### src/rtl/ls_ctrl_pkg.sv
// Shared control definitions for the load/store microsequencer and the
// instruction encoder: state codes, entry-code window, datapath select
// encodings and the load/store attribute decode.
package ls_ctrl_pkg;

  localparam int STATE_W = 10;

  // Encoder entry codes for load/store instructions occupy [16, 47].
  localparam logic [STATE_W-1:0] ENTRY_BASE  = STATE_W'(16);
  localparam logic [STATE_W-1:0] ENTRY_LIMIT = STATE_W'(47);

  typedef enum logic [STATE_W-1:0] {
    ST_RESET  = STATE_W'(0),
    ST_FETCH0 = STATE_W'(1),
    ST_FETCH1 = STATE_W'(2),
    ST_PCINC  = STATE_W'(3),
    ST_DECODE = STATE_W'(4),
    ST_ADDR   = STATE_W'(5),
    ST_STDATA = STATE_W'(6),
    ST_MEM    = STATE_W'(7),
    ST_LDWB   = STATE_W'(8),
    ST_RNWB   = STATE_W'(9)
  } state_t;

  typedef enum logic [1:0] {
    ALU_ADD    = 2'd0,
    ALU_SUB    = 2'd1,
    ALU_PASS_A = 2'd2
  } alu_op_t;

  typedef enum logic [1:0] {
    A_RN  = 2'd0,
    A_PC  = 2'd1,
    A_MDR = 2'd2,
    A_RD  = 2'd3
  } alu_a_sel_t;

  typedef enum logic [1:0] {
    B_IMM12 = 2'd0,
    B_RM    = 2'd1,
    B_FOUR  = 2'd2
  } alu_b_sel_t;

  typedef enum logic [1:0] {
    MODE_IMM_OFFSET = 2'd0,
    MODE_IMM_PRE    = 2'd1,
    MODE_IMM_POST   = 2'd2,
    MODE_REG_OFFSET = 2'd3
  } mode_t;

  // Field order matches f = code - 16: {L, B, U, mode[1:0]}.
  typedef struct packed {
    logic  l;
    logic  b;
    logic  u;
    mode_t mode;
  } attr_t;

  function automatic logic entry_valid(input logic [STATE_W-1:0] code);
    return (code >= ENTRY_BASE) && (code <= ENTRY_LIMIT);
  endfunction

  // Only the low five bits of (code - 16) matter, and those equal the low
  // five bits of the code minus 16 modulo 32.
  function automatic attr_t entry_attr(input logic [STATE_W-1:0] code);
    return attr_t'(code[4:0] - 5'd16);
  endfunction

  // Pre- and post-indexed modes write the computed address back to Rn.
  function automatic logic needs_rn_wb(input mode_t mode);
    return (mode == MODE_IMM_PRE) || (mode == MODE_IMM_POST);
  endfunction

endpackage

### src/rtl/ls_microsequencer_moc_timer.sv
// MOC wait timer. Counts cycles spent waiting for memory completion.
// Ports:
//   clk, reset : clock, synchronous active-high reset
//   clear      : hold the count at zero (asserted outside wait states)
//   inc        : advance the count by one this cycle
//   expired    : count has reached TIMEOUT-1
module moc_timer #(
  parameter int TIMEOUT = 64
) (
  input  logic clk,
  input  logic reset,
  input  logic clear,
  input  logic inc,
  output logic expired
);

  localparam int CNT_W = (TIMEOUT > 2) ? $clog2(TIMEOUT) : 1;

  logic [CNT_W-1:0] count;

  // NOTE: sequential state uses non-blocking assignments so every register
  // samples values from before the edge, independent of statement order.
  always_ff @(posedge clk) begin
    if (reset || clear) begin
      count <= '0;
    end else if (inc && !expired) begin
      count <= count + 1'b1;
    end
  end

  assign expired = (count == CNT_W'(TIMEOUT - 1));

endmodule

### src/rtl/ls_microsequencer.sv
// Load/store control-unit sequencer: fetch, decode and load/store execute.
// Outputs are decoded from the registered state; ir_ld and the load-path
// mdr_ld are further qualified by moc.
// Ports:
//   clk, reset     : clock, synchronous active-high reset
//   entry_state    : encoder entry code, sampled in DECODE
//   moc            : memory operation complete
//   state_out      : current state code
//   *_ld           : register load strobes (MAR, MDR, IR, PC, register file)
//   mdr_src        : 0 = ALU, 1 = memory
//   rf_dst         : 0 = Rd, 1 = Rn
//   alu_a_sel/b_sel/alu_op : ALU operand and operation selects
//   mfa, mem_rw, mem_byte  : memory request, 1 = read, 1 = byte
//   illegal        : pulse on an unsupported entry code
//   mem_fault      : pulse on MOC timeout
module ls_microsequencer
  import ls_ctrl_pkg::*;
#(
  parameter int MOC_TIMEOUT = 64
) (
  input  logic               clk,
  input  logic               reset,
  input  logic [STATE_W-1:0] entry_state,
  input  logic               moc,
  output logic [STATE_W-1:0] state_out,
  output logic               mar_ld,
  output logic               mdr_ld,
  output logic               ir_ld,
  output logic               pc_ld,
  output logic               rf_ld,
  output logic               mdr_src,
  output logic               rf_dst,
  output logic [1:0]         alu_a_sel,
  output logic [1:0]         alu_b_sel,
  output logic [1:0]         alu_op,
  output logic               mfa,
  output logic               mem_rw,
  output logic               mem_byte,
  output logic               illegal,
  output logic               mem_fault
);

  state_t state, state_nxt;
  attr_t  attr;
  logic   waiting;
  logic   expired;
  logic   timed_out;

  assign waiting   = (state == ST_FETCH1) || (state == ST_MEM);
  assign timed_out = waiting && expired && !moc;

  moc_timer #(.TIMEOUT(MOC_TIMEOUT)) u_timer (
    .clk     (clk),
    .reset   (reset),
    .clear   (!waiting),
    .inc     (waiting && !moc),
    .expired (expired)
  );

  // Attribute register is cleared on reset so outputs never depend on a
  // stale decode from before the reset.
  always_ff @(posedge clk) begin
    if (reset) begin
      state <= ST_RESET;
      attr  <= '0;
    end else begin
      state <= state_nxt;
      if (state == ST_DECODE && entry_valid(entry_state)) begin
        attr <= entry_attr(entry_state);
      end
    end
  end

  // NOTE: every output and next-state value gets a default first, so no
  // path through the case leaves a signal unassigned (no inferred latch).
  always_comb begin
    state_nxt = state;
    mar_ld    = 1'b0;
    mdr_ld    = 1'b0;
    ir_ld     = 1'b0;
    pc_ld     = 1'b0;
    rf_ld     = 1'b0;
    mdr_src   = 1'b0;
    rf_dst    = 1'b0;
    alu_a_sel = A_RN;
    alu_b_sel = B_IMM12;
    alu_op    = ALU_ADD;
    mfa       = 1'b0;
    mem_rw    = 1'b0;
    mem_byte  = 1'b0;
    illegal   = 1'b0;
    mem_fault = 1'b0;

    case (state)
      ST_RESET: state_nxt = ST_FETCH0;
      ST_FETCH0: begin
        mar_ld    = 1'b1;
        alu_a_sel = A_PC;
        alu_op    = ALU_PASS_A;
        state_nxt = ST_FETCH1;
      end
      ST_FETCH1: begin
        mfa    = 1'b1;
        mem_rw = 1'b1;
        ir_ld  = moc;
        if (moc) begin
          state_nxt = ST_PCINC;
        end else if (timed_out) begin
          mem_fault = 1'b1;
          state_nxt = ST_FETCH0;
        end
      end
      ST_PCINC: begin
        pc_ld     = 1'b1;
        alu_a_sel = A_PC;
        alu_b_sel = B_FOUR;
        alu_op    = ALU_ADD;
        state_nxt = ST_DECODE;
      end
      ST_DECODE: begin
        if (entry_valid(entry_state)) begin
          state_nxt = ST_ADDR;
        end else begin
          illegal   = 1'b1;
          state_nxt = ST_FETCH0;
        end
      end
      ST_ADDR: begin
        mar_ld    = 1'b1;
        alu_a_sel = A_RN;
        alu_b_sel = (attr.mode == MODE_REG_OFFSET) ? B_RM : B_IMM12;
        if (attr.mode == MODE_IMM_POST) begin
          alu_op = ALU_PASS_A;
        end else begin
          alu_op = attr.u ? ALU_ADD : ALU_SUB;
        end
        state_nxt = attr.l ? ST_MEM : ST_STDATA;
      end
      ST_STDATA: begin
        mdr_ld    = 1'b1;
        alu_a_sel = A_RD;
        alu_op    = ALU_PASS_A;
        state_nxt = ST_MEM;
      end
      ST_MEM: begin
        mfa      = 1'b1;
        mem_rw   = attr.l;
        mem_byte = attr.b;
        if (attr.l) begin
          mdr_ld  = moc;
          mdr_src = 1'b1;
        end
        if (moc) begin
          if (attr.l)                       state_nxt = ST_LDWB;
          else if (needs_rn_wb(attr.mode))  state_nxt = ST_RNWB;
          else                              state_nxt = ST_FETCH0;
        end else if (timed_out) begin
          mem_fault = 1'b1;
          state_nxt = ST_FETCH0;
        end
      end
      ST_LDWB: begin
        rf_ld     = 1'b1;
        alu_a_sel = A_MDR;
        alu_op    = ALU_PASS_A;
        state_nxt = needs_rn_wb(attr.mode) ? ST_RNWB : ST_FETCH0;
      end
      // Runs after LDWB, so Rn's update overrides Rd's when they alias.
      ST_RNWB: begin
        rf_ld     = 1'b1;
        rf_dst    = 1'b1;
        alu_a_sel = A_RN;
        alu_b_sel = B_IMM12;
        alu_op    = attr.u ? ALU_ADD : ALU_SUB;
        state_nxt = ST_FETCH0;
      end
      default: state_nxt = ST_RESET;
    endcase
  end

  assign state_out = state;

endmodule
### config.mk
export PLATFORM = sky130hd
export DESIGN_NAME = ls_microsequencer
export DESIGN_NICKNAME = d
export VERILOG_FILES = /design/src/rtl/ls_ctrl_pkg.sv /design/src/rtl/ls_microsequencer_moc_timer.sv /design/src/rtl/ls_microsequencer.sv
export SDC_FILE = /design/constraint.sdc
export NUM_CORES = 1
export LEC_CHECK = 0
export CAP_MARGIN = 20
export CORE_UTILIZATION = 47
export CTS_BUF_LIST = sky130_fd_sc_hd__clkbuf_4
export DETAILED_ROUTE_END_ITERATION = 8
export PLACE_DENSITY_LB_ADDON = 0.12
export SYNTH_ARGS = -nofsm -noshare
export SYNTH_HDL_FRONTEND = slang
export SYNTH_SLANG_ARGS = --single-unit
### constraint.sdc
create_clock -name clk -period 2.2 [get_ports clk]
set_clock_uncertainty 0.15 [all_clocks]
set_input_delay 0.44 -clock clk [delete_from_list [all_inputs] [get_ports clk]]
set_output_delay 0.44 -clock clk [all_outputs]
set_load 0.03 [all_outputs]
Word level (Yosys, flattened, before mapping):

Cells that the tools add are included.

* add/subtract/negate cells: 2
* shifts and indexed selects: 0
* muxes and demuxes: 31
* divide/modulo/power cells: 0
* reduce and logical (&&, ||, !) cells: 19
* eq/ne operators: 13
* $mul: 0
* bitwise operators: 0
* magnitude comparators: 2

Operators with widths (count)
* $pmux W10 S9: 1
* $eq A10 B3 Y1 const B: 4
* $mux W10: 3
* $eq A10 B2 Y1 const B: 2
* $eq A10 B4 Y1 const B: 2
* $mux W1: 18
* $pmux W2 S3: 2
* $eq A10 B1 Y1 const B: 1
* $ge A10 B5 Y1 const B: 1
* $le A10 B6 Y1 const B: 1
* $logic_not A10 Y1: 1
* $reduce_or A2 Y1: 5
* $mux W4: 2
* $add A6 B1 Y6 const B: 1
* $eq A6 B6 Y1 const B: 1
* $logic_and A1 B1 Y1: 6
* $sub A5 B5 Y5 const B: 1
* $eq A2 B2 Y1 const B: 2
* $pmux W1 S2: 2
* $pmux W2 S2: 1
* $logic_not A1 Y1: 3
* $logic_or A1 B1 Y1: 3
* $mux W3: 1
* $reduce_or A3 Y1: 1
* 2 further kinds: 2

* memory bits (read-only): 0
* input port bits: 13
* bits in registers: 21
* memories: 0
* bits in latches: 0
* memory bits (writable): 0
* output and inout port bits: 28
* logic and storage cells: 73

Longest topological paths before layout:

Gate-level depths: netlist of the first run.

* depth in word-level cells: 7
* mapped depth: 6
* depth with buffers taken out: 5

Modules after synthesis:

Synthesis of the first run repeated with hierarchy kept, for this count alone.

* cells, all modules: 154
* area total of the unflattened synthesis: 1236.2 um^2

Modules (own cells, without submodules)
* ls_microsequencer: instances 1, cells an instance 122, sequential area each 300.3 um^2, area an instance 937.1 um^2
* moc_timer: instances 1, cells an instance 32, sequential area each 120.1 um^2, area an instance 299.0 um^2

Worst setup path before layout of the first run:

Ideal clock, no wire load.

* path kind: register to output
* start point: register state[2], in the netlist state_out[2]
* end point: output illegal
* arrival: 2669 ps
* data required time: 1610 ps
* path buffers: 2
* cell stages (with the launch flop): 5
* slack: -1059 ps
* cell sequence: dfxtp_1 -> clkbuf_1 -> nand4_1 -> clkbuf_1 -> a2111oi_0

* cells in the longest elaborated chain, start to end: 2

RTL lines
* start: declaration: RTL line ls_microsequencer.sv:43 `state_t state, state_nxt;`
* start signal: assignment: RTL line ls_microsequencer.sv:67 `state <= state_nxt;`
* $eq A10 B3 Y1: RTL line ls_microsequencer.sv:94 `case (state)`
* $mux W1: RTL line ls_microsequencer.sv:94
* end: declaration: RTL line ls_microsequencer.sv:39 `output logic illegal,`

Every way passes these cells.

Worst setup path in the final report of the first run:

* start point: register state[4], in the netlist state_out[4]
* end point: output alu_op[0]

* cells in the longest elaborated chain, start to end: 3
* elaborated cells on any way between the ends: 7
* those cells by class: eq/ne: 5; mux: 1; reduce/logical: 1

RTL lines
* $eq A10 B4 Y1, or another cell as far along: RTL line ls_microsequencer.sv:94
* $reduce_or A3 Y1 (no source line)
* $pmux W2 S3 (*): RTL line ls_microsequencer.sv:94
* end: declaration: RTL line ls_microsequencer.sv:35 `output logic [1:0] alu_op,`

Every way passes the cells marked *; elsewhere a longest branch is shown, timed or not.

==> metrics, run 1 <==
CTS tree built; Yosys top cell area share 34.1%; buffers added on ports 40; fin. max-slew vios 0; critical path type register to primary output; GP Congestion 0.948; fillers 119; synthesized cell area 0.00123 mm²; nets@finish 248; clk_lat worst skew 0.32 ns; Max rail drop VDD 0.369 mV; placed instance count 244; Core ar. 0.00248 mm²; total CTS buffers 3; min setup slack post-route -0.258 ns; P_leak 0.803 nW; antenna cell count 0; clock-pin slew on the worst setup and hold paths 0.13 ns; synth top area cells dfxtp_1 34%, nor3_1 5.7%, a21oi_1 4.9%; first-pass GRT wire length 6760 µm; Yosys reg bits 21; dominant synthesized flop cell dfxtp_1; Clock Path Buffers 2; crit path launch type register; crit-path max FO 4; # setup viols final 19; Initial Util 49.8%; H-tree depth 1; Post-DP HPWL 2840 µm; Finished Layout Cells 261; Place WS -0.286 ns; Final Hold Fails 0; ratio of cells with drive above 1 in the final layout 42.9%; maximum capacitance violations 0; PD cells 319 mW/mm²; Area Overhead vs Synth 78.6%; drt first pass iters 5; WL/cell 20.3 µm; period utilization 112%; vias post-DR 1688; vias in the first global route 1452; Routed WL 5290 µm; register area share after synthesis 34.1%; clock root buffer clkbuf_4; first-iteration detailed-routing DRC count 144; status complete, but fails checks; Crit. End Element primary output; total track usage 33.5%; boundary pin count 41; min Tclk post-route 2.46 ns; Netlist cell types 39; Die X-Extent 53.2 µm; DIE HEIGHT 53.2 µm; CP Data Required Time 1.61 ns; Syn Area/Cell 8.06 µm²; failing checks negative setup slack; area leader, netlist dfxtp_1; async set-reset flop share out of synthesis 0%; Synth Warn # 0; # clock sinks 21; fmax 0.407 GHz; Post-synth EDFFs 0; most instantiated cells after synthesis 21 x dfxtp_1, 14 x nand2_1, 14 x nor3_1; Worst Path Arrival 1.87 ns; Residual DRC 0; antenna viol nets, final 0; RSZ-0062 raised after global routing yes; global route overflow 0; largest net degree at the start of global routing 13; Die ar. 0.00283 mm²; Rows 18; antenna violations before repair 0; count leader, synth dfxtp_1; vias per cell 6.47; hold slack 0.355 ns; Hold WC Path Type register to register; Mapped Cells 153
## state kept, by name, indices dropped and copies added (netlist names)
signal	cells
state_out	10
u_timer.count	6
attr	5
## worst max-delay path, cell delays in order (launching register included)
cell	delay, ns
dfxtp_1	0.39
nor2_2	0.28
nand4_1	0.20
o31a_1	0.33
nor3b_4	0.20
buf_6	0.15
## logic make-up (layout without fill, tap and decap cells)
logic type / count (synthesis) / after routing / share of synthesized area [%]
AND/OR/NAND/NOR: 69 / 69 / 32.9
AO/OA/AOI/OAI: 37 / 37 / 20.1
flip-flops: 21 / 21 / 34.1
buffers and inverters: 16 / 89 / 5.27
XOR/XNOR: 5 / 5 / 3.55
adder cells (fa/ha/maj): 3 / 3 / 3.04
other: 1 / 6 / 0.304
multiplexers: 1 / 1 / 0.811
## where the power goes
| part | leakage, nW | total, mW | internal, mW | switching (mW) |
|---|---|---|---|---|
| Clock | 0.0184 | 0.208 | 0.0833 | 0.125 |
| Combinational | 0.610 | 0.102 | 0.0505 | 0.0515 |
| Sequential | 0.175 | 0.393 | 0.385 | 0.00812 |
| Total | 0.803 | 0.703 | 0.519 | 0.184 |
## cell usage in the layout (no fill, tap or decap), drive strengths merged
master          n
a2111oi         4
a211oi          2
a21o            1
a21oi          12
a221o           1
a311oi          1
and2            2
and4b           1
buf            54
clkbuf          4
clkdlybuf4s50  19
conb            6
dfxtp          21
dlygate4sd2     1
dlymetal6s2s    2
ha              3
inv             9
mux2i           1
nand2          14
nand2b          4
nand3          10
nand4           1
nor2           10
nor2b           1
nor3           14
nor3b           2
nor4            5
nor4b           2
o211ai          1
o21a            5
o21ai           7
o31a            1
o31ai           1
o32ai           1
or3             1
or4             2
xnor2           4
xor2            1
## cell type report
type / instances / area [µm²] / share of cell area, %
multi-input cells: 121 / 968 / 44.0
repair buffers: 76 / 693 / 31.5
flip-flops and latches: 21 / 435 / 19.8
inverters: 9 / 38.8 / 1.76
well taps: 30 / 37.5 / 1.70
clock buffers: 4 / 30.0 / 1.36
## metal layers
layer / vias up / GRT usage [%] / share of wire, %
met5: - / 0 / 0
li1: 712 / - / -
met4: 0 / 16.7 / 6.7
met2: 140 / 54.8 / 47
met1: 791 / 41.5 / 37
met3: 45 / 6.03 / 9.7
## what timing repair did
action,in CTS,in global routing
setup endpoints to repair,18,23
setup buffers,9,5
pin swaps,8,7
hold buffers,0,0
gates resized for setup,29,16
endpoints found under the hold margin,0,0
## path summary, 6_finish.rpt
path	cells after the start	slack, ns	start	endpoint
worst max-delay path	5	-0.26	state_out[4]$_SDFF_PP0_	alu_op[0]
worst min-delay path	2	0.36	attr[0]$_SDFFE_PP0P_	attr[0]$_SDFFE_PP0P_
worst max register to register	8	0.10	state_out[8]$_SDFF_PP0_	state_out[0]$_SDFF_PP0_
worst min register to register	2	0.36	attr[0]$_SDFFE_PP0P_	attr[0]$_SDFFE_PP0P_
## per-stage QoR
stage               cell area, µm²  utilization [%]  power [mW]  setup TNS, ns
floorplan                     1380                -       0.432        -0.0947
global placement              1900             76.9       0.488         -0.961
detailed placement            1900             76.9       0.491          -1.26
CTS                           2120             85.5       0.691          -2.56
global route                  2200             88.9       0.724          -3.38
finish                        2200             88.9       0.703          -2.18
Power figures use the tool's default switching activity.
==> run 2, diff against run 1 <==
Settings changed: CORE_ASPECT_RATIO from default to 1.75.
==> metrics, run 2 (synthesis gave the netlist of run 1 again) <==
global route overflow 0 (unchanged); part of the power in combinational logic 13.9% (-0.6 points); PD cells 337 mW/mm² (+5.8%); largest net degree at the start of global routing 16 (+3); Hold WC Path Type register to register; R2R setup slack 0.25 ns (+0.15 ns); critical path type register to primary output; CP max-delay cell dfxtp_1; Crit. End Element primary output; Routed WL 3620 µm (-32%); Clock Path Buffers 2 (unchanged); max FFs per register 10 (unchanged); failing checks negative setup slack; met1 global-route usage 26.6% (-15 points); antenna cell count 0 (unchanged); fmax 0.429 GHz (+5.5%); vias per cell 5.71 (-12%); register share of total power 58.7% (+2.8 points); boundary pin count 41 (unchanged); status complete, but fails checks; Die ar. 0.00284 mm² (+0.28%); Max rail drop VDD 0.424 mV (+15%); # setup viols final 9 (-10); GP Congestion 0.911 (-3.9%); Post-Route Setup TNS -0.618 ns (+1.56 ns); post-route cell area 0.00198 mm² (-10%); maximum capacitance violations 0 (unchanged); Initial Util 49.5% (-0.30 points); crit-path max FO 4 (unchanged); dpl cell area 0.00189 mm² (-0.66%); hold slack 0.351 ns (-0.00381 ns); min Tclk post-route 2.33 ns (-0.129 ns); # clock sinks 21 (unchanged); Final Hold Fails 0 (unchanged); DIE HEIGHT 69.8 µm (+31%); commonest cells after routing, fill and taps aside 37 x buf_4, 21 x clkdlybuf4s50_1, 14 x dfxtp_1; met2 Use GR 53.8% (-1.0 points); nets@finish 234 (-5.6%); Clk pwr share 27.4% (-2.2 points); Global Route met3 Usage 2.88% (-3.1 points); total setup buffers inserted after CTS 0 (-9); Die X-Extent 40.7 µm (-23%); Finished Layout Cells 243 (-6.9%); buffers added on ports 40 (unchanged); total CTS buffers 3 (unchanged); RSZ-0062 raised after global routing yes; Area Overhead vs Synth 60.6%; worst-path cell chain nor2_2 > nand4_1 > o31a_1 > nor3b_4 > buf_6; placed instance count 239 (-2.0%); commonest non-fill, non-tap cell in the layout buf_4; crit path launch type register; fin. max-slew vios 0 (unchanged); WL/cell 14.9 µm (-27%); clock-pin slew on the worst setup and hold paths 0.11 ns (-0.02 ns); Post-DP HPWL 2880 µm (+1.5%); vias post-DR 1388 (-18%); vias in the first global route 1363 (-6.1%); drt first pass iters 4 (-1); Residual DRC 0 (unchanged); P_leak 0.718 nW (-11%); clock root buffer clkbuf_4; total power 669 µW (-4.9%); min setup slack post-route -0.129 ns (+0.129 ns); Rows 24 (+6); period utilization 106% (-5.9 points); Most Crowded Layer GR met2; worst r2r path cells 5 (-3); hold path cells 2 (unchanged); CP Data Required Time 1.61 ns (about the same); total track usage 28.8% (-4.7 points); first-iteration detailed-routing DRC count 32 (-78%); H-tree depth 1 (unchanged); antenna violations before repair 0 (unchanged); Worst path max stage delay 0.39 ns (about the same); CTS tree built; Net Sw Frac 25.0% (-1.2 points); clk_lat worst skew 0.30 ns (-0.02 ns); internal power 501 µW (-3.3%); ratio of cells with drive above 1 in the final layout 37.3% (-5.5 points); Net Sw Power 167 µW (-9.2%); Worst Path Arrival 1.74 ns (-0.13 ns); antenna viol nets, final 0 (unchanged); first-pass GRT wire length 5800 µm (-14%); Core ar. 0.00249 mm² (+0.61%)
## run 2: timing repair
action                                  in CTS  in global routing
hold buffers                                 0                  0
endpoints found under the setup margin      18                 21
pin swaps                                    2                  2
gates resized for setup                      8                  8
## run 2: layout make-up
| class | count | area, µm² |
|---|---|---|
| inverters | 9 | 33.8 |
| multi-input cells | 121 | 920 |
| repair buffers | 62 | 534 |
| fillers | 170 | 510 |
| clock inverters | 1 | 5.00 |
| well taps | 26 | 32.5 |
| clock buffers | 3 | 22.5 |
| flip-flops and latches | 21 | 434 |
## run 2: per-stage QoR
| step | util (%) | setup WS (ns) |
|---|---|---|
| 2_1_floorplan | - | -0.0947 |
| 3_3_place_gp | 75.9 | -0.233 |
| 3_5_place_dp | 75.9 | -0.274 |
| 4_1_cts | 78.2 | -0.185 |
| 5_1_grt | 79.5 | -0.223 |
| 6_report | 79.5 | -0.129 |
## run 2: path summary, 6_finish.rpt
kind,startpoint,endpoint
setup / recovery,state_out[4]$_SDFF_PP0_,alu_op[0]
hold / removal,u_timer.count[1]$_SDFFE_PP0P_,u_timer.count[1]$_SDFFE_PP0P_
setup reg to reg,u_timer.count[0]$_SDFFE_PP0P_,state_out[0]$_SDFF_PP0_
hold reg to reg,u_timer.count[1]$_SDFFE_PP0P_,u_timer.count[1]$_SDFFE_PP0P_
## run 2: worst max-delay path: cells and delay by family, from the launching register on
kind            cells  cell delay, ns
compound gates      1            0.31
buf+inv             1            0.15
flops               1            0.39
simple gates        3            0.60
## run 2: power groups by stage
stage,clock network (mW),logic [mW],registers [mW]
detailed placement,0,0.0896,0.402
CTS,0.190,0.0919,0.393
global placement,0,0.0880,0.401
global route,0.204,0.0985,0.394
finish,0.183,0.0927,0.393
floorplan,0,0.0193,0.413
## run 2: per-layer routing
layer / wire, µm / share of wire [%] / vias up
met3: 129 / 3.6 / 12
met4: 127 / 3.5 / 0
met2: 2150 / 59 / 43
li1: - / - / 682
met1: 1210 / 33 / 651
met5: 0 / 0 / -
==> run 3, diff against run 2 <==
Settings changed: CTS_CLUSTER_SIZE from default to 28.
==> results of run 3 <==
Final layout, timing and power as in run 2 (identical DEF).
